===== src/rtl/map_trellis_step_counter_if.sv =====
// Control and status bundle for the MAP trellis step sequencer.
// The master drives the frame controls; the slave is the sequencer itself.
interface map_trellis_step_counter_if #(
   parameter int CNT_W = 8
);
   logic             start;
   logic [CNT_W-1:0] frame_len;
   logic             stall;
   logic             clear;
   logic [CNT_W-1:0] count;
   logic [2:0]       phase;
   logic             valid;
   logic             busy;
   logic             phase_done;
   logic             frame_done;

   modport master (
      output start, frame_len, stall, clear,
      input  count, phase, valid, busy, phase_done, frame_done
   );

   modport slave (
      input  start, frame_len, stall, clear,
      output count, phase, valid, busy, phase_done, frame_done
   );
endinterface


===== src/rtl/map_trellis_step_counter.sv =====
// Frame sequencer for the MAP decoder: GAMMA, ALPHA, BETA, LLR, each L steps,
// with per-phase direction, stall hold, synchronous abort and completion pulses.
module map_trellis_step_counter #(
   parameter int CNT_W     = 8,
   parameter bit BETA_DOWN = 1'b1,
   parameter bit LLR_DOWN  = 1'b0
) (
   input  logic                        clk_i,
   input  logic                        rst_ni,
   map_trellis_step_counter_if.slave   bus
);

   typedef enum logic [2:0] {
      ST_IDLE  = 3'd0,
      ST_GAMMA = 3'd1,
      ST_ALPHA = 3'd2,
      ST_BETA  = 3'd3,
      ST_LLR   = 3'd4,
      ST_DONE  = 3'd5
   } state_e;

   localparam logic [CNT_W-1:0] ZERO = {CNT_W{1'b0}};
   localparam logic [CNT_W-1:0] ONE  = {{(CNT_W-1){1'b0}}, 1'b1};

   state_e           state_q, state_d;
   logic [CNT_W-1:0] count_q, count_d;
   logic [CNT_W-1:0] len_q, len_d;
   logic             valid_q, valid_d;
   logic             busy_q, busy_d;
   logic             phase_done_q, phase_done_d;
   logic             frame_done_q, frame_done_d;

   function automatic logic is_down(state_e st);
      case (st)
         ST_BETA: return BETA_DOWN;
         ST_LLR:  return LLR_DOWN;
         default: return 1'b0;
      endcase
   endfunction

   function automatic logic [CNT_W-1:0] start_val(state_e st, logic [CNT_W-1:0] len);
      return is_down(st) ? (len - ONE) : ZERO;
   endfunction

   function automatic logic [CNT_W-1:0] term_val(state_e st, logic [CNT_W-1:0] len);
      return is_down(st) ? ZERO : (len - ONE);
   endfunction

   function automatic state_e next_phase(state_e st);
      case (st)
         ST_GAMMA: return ST_ALPHA;
         ST_ALPHA: return ST_BETA;
         ST_BETA:  return ST_LLR;
         default:  return ST_DONE;
      endcase
   endfunction

   // Next-state and next-output logic; pulses default low so they last one cycle.
   always_comb begin
      state_d      = state_q;
      count_d      = count_q;
      len_d        = len_q;
      valid_d      = valid_q;
      busy_d       = busy_q;
      phase_done_d = 1'b0;
      frame_done_d = 1'b0;
      if (bus.clear) begin
         state_d = ST_IDLE;
         count_d = ZERO;
         valid_d = 1'b0;
         busy_d  = 1'b0;
      end else begin
         case (state_q)
            ST_IDLE: begin
               if (bus.start && (bus.frame_len != ZERO)) begin
                  len_d   = bus.frame_len;
                  state_d = ST_GAMMA;
                  count_d = ZERO;
                  valid_d = 1'b1;
                  busy_d  = 1'b1;
               end else begin
                  state_d = ST_IDLE;
                  count_d = ZERO;
                  valid_d = 1'b0;
                  busy_d  = 1'b0;
               end
            end
            ST_GAMMA, ST_ALPHA, ST_BETA, ST_LLR: begin
               if (bus.stall) begin
                  state_d = state_q;
                  count_d = count_q;
               end else if (count_q == term_val(state_q, len_q)) begin
                  phase_done_d = 1'b1;
                  if (state_q == ST_LLR) begin
                     state_d      = ST_DONE;
                     count_d      = ZERO;
                     valid_d      = 1'b0;
                     frame_done_d = 1'b1;
                  end else begin
                     state_d = next_phase(state_q);
                     count_d = start_val(next_phase(state_q), len_q);
                  end
               end else if (is_down(state_q)) begin
                  count_d = count_q - ONE;
               end else begin
                  count_d = count_q + ONE;
               end
            end
            ST_DONE: begin
               state_d = ST_IDLE;
               count_d = ZERO;
               valid_d = 1'b0;
               busy_d  = 1'b0;
            end
            default: begin
               state_d = ST_IDLE;
               count_d = ZERO;
               valid_d = 1'b0;
               busy_d  = 1'b0;
            end
         endcase
      end
   end

   // State and output registers.
   always_ff @(posedge clk_i or negedge rst_ni) begin
      if (!rst_ni) begin
         state_q      <= ST_IDLE;
         count_q      <= ZERO;
         len_q        <= ZERO;
         valid_q      <= 1'b0;
         busy_q       <= 1'b0;
         phase_done_q <= 1'b0;
         frame_done_q <= 1'b0;
      end else begin
         state_q      <= state_d;
         count_q      <= count_d;
         len_q        <= len_d;
         valid_q      <= valid_d;
         busy_q       <= busy_d;
         phase_done_q <= phase_done_d;
         frame_done_q <= frame_done_d;
      end
   end

   assign bus.count      = count_q;
   assign bus.phase      = state_q;
   assign bus.valid      = valid_q;
   assign bus.busy       = busy_q;
   assign bus.phase_done = phase_done_q;
   assign bus.frame_done = frame_done_q;

endmodule


===== src/flat_wrapper.sv =====
// flat-port wrapper written by rule: the top's interface ports become plain ports
module map_trellis_step_counter_flat 
#(
   parameter int CNT_W     = 8,
   parameter bit BETA_DOWN = 1'b1,
   parameter bit LLR_DOWN  = 1'b0
)
  (clk_i, rst_ni, bus_start, bus_frame_len, bus_stall, bus_clear, bus_count, bus_phase, bus_valid, bus_busy, bus_phase_done, bus_frame_done);
  map_trellis_step_counter_if #(.CNT_W(CNT_W)) bus_i ();
  input  logic clk_i;
  input  logic rst_ni;
  input wire logic [$bits(bus_i.start)-1:0] bus_start;
  input wire logic [$bits(bus_i.frame_len)-1:0] bus_frame_len;
  input wire logic [$bits(bus_i.stall)-1:0] bus_stall;
  input wire logic [$bits(bus_i.clear)-1:0] bus_clear;
  output wire logic [$bits(bus_i.count)-1:0] bus_count;
  output wire logic [$bits(bus_i.phase)-1:0] bus_phase;
  output wire logic [$bits(bus_i.valid)-1:0] bus_valid;
  output wire logic [$bits(bus_i.busy)-1:0] bus_busy;
  output wire logic [$bits(bus_i.phase_done)-1:0] bus_phase_done;
  output wire logic [$bits(bus_i.frame_done)-1:0] bus_frame_done;
  assign bus_i.start = bus_start;
  assign bus_i.frame_len = bus_frame_len;
  assign bus_i.stall = bus_stall;
  assign bus_i.clear = bus_clear;
  assign bus_count = bus_i.count;
  assign bus_phase = bus_i.phase;
  assign bus_valid = bus_i.valid;
  assign bus_busy = bus_i.busy;
  assign bus_phase_done = bus_i.phase_done;
  assign bus_frame_done = bus_i.frame_done;
  map_trellis_step_counter #(.CNT_W(CNT_W), .BETA_DOWN(BETA_DOWN), .LLR_DOWN(LLR_DOWN)) u_core (.clk_i(clk_i), .rst_ni(rst_ni), .bus(bus_i));
endmodule

===== config.mk =====
export PLATFORM = sky130hd
export DESIGN_NAME = map_trellis_step_counter_flat
export DESIGN_NICKNAME = d
export VERILOG_FILES = /design/src/rtl/map_trellis_step_counter_if.sv /design/src/rtl/map_trellis_step_counter.sv /design/src/flat_wrapper.sv
export SDC_FILE = /design/constraint.sdc
export NUM_CORES = 1
export LEC_CHECK = 0
export CELL_PAD_IN_SITES_DETAIL_PLACEMENT = 1
export CELL_PAD_IN_SITES_GLOBAL_PLACEMENT = 2
export CORE_ASPECT_RATIO = 1.1
export CORE_MARGIN = 1
export CORE_UTILIZATION = 36
export DETAILED_ROUTE_END_ITERATION = 12
export GPL_TIMING_DRIVEN = 0
export PLACE_DENSITY = 0.86
export SETUP_SLACK_MARGIN = 0.2
export SLEW_MARGIN = 10
export SYNTH_ARGS = -nofsm -noshare
export SYNTH_HDL_FRONTEND = slang
export SYNTH_SLANG_ARGS = --single-unit

===== constraint.sdc =====
create_clock -name clk_i -period 6.25 [get_ports clk_i]
set_clock_uncertainty 0.1 [all_clocks]
set_input_delay 0.625 -clock clk_i [delete_from_list [all_inputs] [get_ports clk_i]]
set_output_delay 0.625 -clock clk_i [all_outputs]
set_load 0.01 [all_outputs]

# After elaboration in Yosys (flattened, before gate mapping)
# Cells that the tools add are included.
[totals]
register_bits = 23
in_bits = 13
out_inout_bits = 15
word_cells = 79
[classes]
n_addsub = 3
eq_ne = 10
mux = 51
bitwise_logic = 1
n_reduce_logical = 7
[ops]
columns = ["operator", "n"]
rows = [
  ["$mux 8", 8],
  ["$mux 1", 30],
  ["$mux 3", 9],
  ["$sub 8x1->8 const B", 2],
  ["$eq 3x2->1 const B", 3],
  ["$pmux 3 s3", 1],
  ["$add 8x1->8 const B", 1],
  ["$eq 8x8->1", 1],
  ["$reduce_bool 8->1", 1],
  ["$ne 3x2->1 const B", 2],
  ["$pmux 3 s2", 1],
  ["$reduce_and 3->1", 2],
  ["$pmux 1 s2", 2],
  ["$reduce_or 4->1", 1],
  ["$eq 3x1->1 const B", 1],
  ["$eq 3x3->1 const B", 1],
  ["$logic_not 3->1", 1],
  ["$ne 3x3->1 const B", 1],
  ["$ne 2x2->1 const B", 1],
  ["$reduce_and 2->1", 1],
  ["$logic_and 1x1->1", 1],
  ["$not 1->1", 1],
]

# Longest topological paths before layout
[depth]
ltp_word = 24
depth_mapped = 11
depth_no_buf = 10

# Worst setup path before layout
# OpenSTA, ideal clock, no wires.
[synth_path]
path_kind = "flip-flop to flip-flop"
startpoint = "register u_core.state_q[2], in the netlist u_core.bus.phase[2]"
endpoint = "register u_core.count_q[7], in the netlist u_core.bus.count[7]"
setup_time_ns = 0.129
t_arrival_ns = 2.693
t_required_ns = 6.021
path_slack_ns = 3.328
path_stages_with_launch = 12
path_buffers = 1
synth_period_minus_slack_ns = 2.922
cell_sequence = "dfrtp_1 clkbuf_1 nand3b_1 clkinv_1 ha_1 a21oi_1 nor2b_1 o31a_1 o41a_1 xnor2_1 a211oi_1 a211oi_1"
[synth_via]
elab_chain_len = 20
word_cells_on_any_way = 36
cone_classes = "eq/ne (7); mux (28); reduce/logical (1)"
[synth_rtl]
columns = ["element", "line", "source"]
rows = [
  ["from (decl)", "map_trellis_step_counter.sv:25", "state_e state_q, state_d;"],
  ["from (signal assigned)", "map_trellis_step_counter.sv:136", "state_q <= state_d;"],
  ["$eq 3x2->1 (tied with other cells)", "map_trellis_step_counter.sv:34, map_trellis_step_counter.sv:50, map_trellis_step_counter.sv:73", ""],
  ["$pmux 3 s3", "map_trellis_step_counter.sv:50", "case (st)"],
  ["$mux 3", "map_trellis_step_counter.sv:94", "if (state_q == ST_LLR) begin"],
  ["$mux 3", "map_trellis_step_counter.sv:92", "end else if (count_q == term_val(state_q, len_q)) begin"],
  ["$mux 3", "map_trellis_step_counter.sv:89", "if (bus.stall) begin"],
  ["$mux 3", "map_trellis_step_counter.sv:73", "case (state_q)"],
  ["$mux 3", "map_trellis_step_counter.sv:67", "if (bus.clear) begin"],
  ["$eq 3x2->1", "map_trellis_step_counter.sv:34", "case (st)"],
  ["(+4 left out)", "n/a", ""],
  ["$mux 1", "map_trellis_step_counter.sv:73", ""],
  ["$mux 1", "map_trellis_step_counter.sv:67", ""],
  ["$mux 8", "map_trellis_step_counter.sv:42", "return is_down(st) ? (len - ONE) : ZERO;"],
  ["$mux 8", "map_trellis_step_counter.sv:94", ""],
  ["$mux 8", "map_trellis_step_counter.sv:92", ""],
  ["$mux 8", "map_trellis_step_counter.sv:89", ""],
  ["$mux 8", "n/a", ""],
  ["$mux 8", "map_trellis_step_counter.sv:67", ""],
  ["to (signal assigned)", "map_trellis_step_counter.sv:137", "count_q <= count_d;"],
  ["to (decl)", "map_trellis_step_counter.sv:26", "logic [CNT_W-1:0] count_q, count_d;"],
]
# Several ways; a longest one is shown, not always the timed one. The select of a mux whose other input is x is not followed.
# A chain may end at the register's enable or synchronous reset.

# Final worst setup path
# Ends and elaborated chain as after synthesis.

==> metrics.md <==
| Metric | Value |
|---|---|
| Status | finished, final reports clean |
| First-pass GRT wire length | 8.59 mm |
| Sw frac | 35.8% |
| Final WS setup | 2640 ps |
| Slew HR | 56.1% |
| Most frequent cells after synthesis | dfrtp_1 (23), nor2_1 (21), nand2_1 (16), mux2_2 (8), xnor2_1 (8) |
| Ys Warns | 0 |
| Gr usage total | 19.7% |
| VDD IR max | 87.3 uV |
| Crit Path Max Fanout | 14 |
| Count leader, synth | dfrtp_1 |
| Post-synth EDFFs | 0 |
| Post-route cell area | 2190 sq um |
| Max Freq | 277 MHz |
| NetSw | 0.156 mW |
| Critical path class | reg -> reg |
| Core Util, Final | 46.2% |
| Clk_lat worst skew | 280 ps |
| Row Count | 26 |
| Share of post-route cells with drive strength above 1 | 11.3% |
| Final Hold Fails | 0 |
| # resized after CTS | 0 |
| Post-CTS Setup Bufs | 0 |
| Placed cell area | 2150 sq um |
| FF-to-FF path depth | 11 |
| DP Wirelength | 3.69 mm |
| Die height | 76.6 microns |
| CTS Sinks | 23 |
| Flop pwr share | 41.1% |
| Arr. time, crit path | 3670 ps |
| CP Capture Type | register |
| Root buffer cell | clkbuf_8 |
| Fin crit period | 3610 ps |
| Antenna cell count | 0 |
| #FFs+latches synth | 23 |
| Largest net degree at the start of global routing | 24 |
| Clock share of power | 22.5% |
| Gpl congestion | 0.719 |
| Core ar. | 4750 sq um |
| Via count | 1613 |
| Async set-reset flop share out of synthesis | 100% |
| Starting Density | 38.4% |
| Worst R2R End | u_core.bus.count[7]$_DFFE_PN0P_ |
| Routed wire length per instance | 16.9 microns |
| Sequential fraction of the synthesis area | 31.6% |
| Vias in the first global route | 1714 |
| Hold buffers post-CTS | 0 |
| Worst EP required | 6310 ps |
| Area delta synth->final | 20.4% |
| R2r setup slk | 2640 ps |
| Cell taking the most area after synthesis | dfrtp_1 |
| Grt total ovfl | 0 |
| TritonCTS Buffers | 3 |
| Clock tree buffer depth | 2 |
| Synthesized cell area | 1820 sq um |
| Initial antenna violation count | 0 |
| Routed wire length | 4.85 mm |
| Unique cell type count in the Yosys netlist | 57 |
| CTS tree | yes |
| Initial DRT Pass Iterations | 4 |
| Endpoints failing setup | 0 |
| Hold Crit Class | in -> async |
| P_int | 0.280 mW |
| Max Cap Viol | 0 |
| Post-place setup slack | 2720 ps |
| RSZ-0062 raised after global routing | no |
| Syn Area/Cell | 9.06 sq um |
| I/O pins | 28 |
| Post-synth top area share | 31.6% |
| # H-tree levels | 1 |
| Syn nets | 222 |
| Comb pwr share | 36.4% |
| Power density over the cells | 199 nW/um^2 |
| # DRC | 0 |
| Final setup TNS | 0 ps |
| Die width | 69.8 microns |
| Full die area | 5350 sq um |
| Critical path startpoint category | register |
| Synth area leaders | dfrtp_1 (32%), mux2_2 (4.9%), ha_1 (4.8%), nor2_1 (4.3%), xnor2_1 (3.8%) |
| Final period util | 57.8% |
| Worst hold margin | 227 ps |
| Clk slew on worst S/H paths | 90 ps |
| Vias per inst | 5.62 |
| Least-Margin Pin Slew | 652 ps |
| Leakage | 0.885 nW |
| Initial drt markers | 50 |
| Final nets | 253 |
| Reg-to-Reg Start | u_core.bus.phase[2]$_DFFE_PN0P_ |
| Primary FF master, synth | dfrtp_1 |
| Port Buf Inserts | 26 |
| Syn Inst Count | 201 |
| Slew Limit Fails | 0 |
| Post-route ant nets | 0 |
## routing by layer
layer / track usage, % / up-vias / share of wire (%)
met4: 3.60 / 0 / 0.70
li1: - / 801 / -
met1: 26.6 / 792 / 48
met3: 1.98 / 4 / 1.6
met2: 34.3 / 16 / 49
met5: 0 / - / 0
## metrics by stage
stage,power (mW),std cells
2_1_floorplan,0.292,201
3_3_place_gp,0.336,283
3_5_place_dp,0.341,283
4_1_cts,0.440,287
5_1_grt,0.463,287
6_report,0.436,287
## logic make-up (layout without fill, tap and decap cells)
kind of cell / count (synthesis) / count (layout) / synth area share (%)
AOI/OAI and AO/OA: 42 / 42 / 17.9
xor gates and xnor gates: 14 / 14 / 7.55
adders and majority gates: 8 / 8 / 5.91
buffers and inverters: 18 / 48 / 4.94
DFF: 23 / 23 / 31.6
muxes: 10 / 10 / 6.04
and+or+nand+nor: 86 / 86 / 26.1
## layout by cell type (no fill, tap or decap), drive strengths merged, types with 3 or more instances in the layout
| cell | n |
|---|---|
| xor2 | 5 |
| dfrtp | 23 |
| clkbuf | 10 |
| o211ai | 3 |
| nor3 | 5 |
| a211oi | 4 |
| nand2 | 16 |
| and2 | 3 |
| nor4 | 6 |
| mux2 | 8 |
| or2 | 3 |
| nor3b | 3 |
| inv | 5 |
| nand3b | 3 |
| o311ai | 6 |
| ha | 7 |
| buf | 6 |
| o21ai | 5 |
| xnor2 | 8 |
| a21oi | 7 |
| nand4 | 5 |
| clkdlybuf4s50 | 25 |
| nand3 | 5 |
| o31a | 3 |
| nor2b | 4 |
| nand2b | 3 |
| nor2 | 21 |
## sequential cells by signal, indices dropped and copies added, names as in the netlist
register               flops
u_core.bus.busy            1
u_core.bus.count           8
u_core.bus.frame_done      1
u_core.bus.phase           3
u_core.bus.phase_done      1
u_core.bus.valid           1
u_core.len_q               8
## critical path, cell delays in order, from the launching register on
cell and delay (ps):
dfrtp_1 350, clkbuf_1 310, nand3b_1 370, clkinv_1 560, ha_1 490, a21oi_1 180
nor2b_1 80, o31a_1 270, o41a_1 350, xnor2_1 140, a211oi_1 220, a211oi_1 70
## power by group through the flow
stage               registers [mW]  logic (mW)  clock network, mW
floorplan                    0.179       0.113                  0
global placement             0.182       0.154                  0
detailed placement           0.183       0.158                  0
CTS                          0.179       0.159              0.101
global route                 0.182       0.176              0.105
finish                       0.179       0.159             0.0981
## worst max path at each step
stage	start	slack, ps	endpoint	cells after the start
CTS	u_core.bus.phase[2]$_DFFE_PN0P_	2670	u_core.bus.count[7]$_DFFE_PN0P_	11
finish	u_core.bus.phase[2]$_DFFE_PN0P_	2640	u_core.bus.count[7]$_DFFE_PN0P_	11
global placement	u_core.bus.phase[2]$_DFFE_PN0P_	2750	u_core.bus.count[7]$_DFFE_PN0P_	11
global route	u_core.bus.phase[2]$_DFFE_PN0P_	2390	u_core.bus.count[7]$_DFFE_PN0P_	11
floorplan	u_core.bus.phase[2]$_DFFE_PN0P_	3330	u_core.bus.count[7]$_DFFE_PN0P_	11
detailed placement	u_core.bus.phase[2]$_DFFE_PN0P_	2720	u_core.bus.count[7]$_DFFE_PN0P_	11
## area by class of cell
type                    instances  area, sq um
fillers                       568         2560
multi-input cells             160         1160
flip-flops and latches         23          576
repair buffers                 26          255
well taps                      56         70.1
plain buffers                  12         67.6
clock buffers                   3         41.3
inverters                       6         22.5
clock inverters                 1         5.00
No activity file was read; power rests on OpenSTA's default activity.
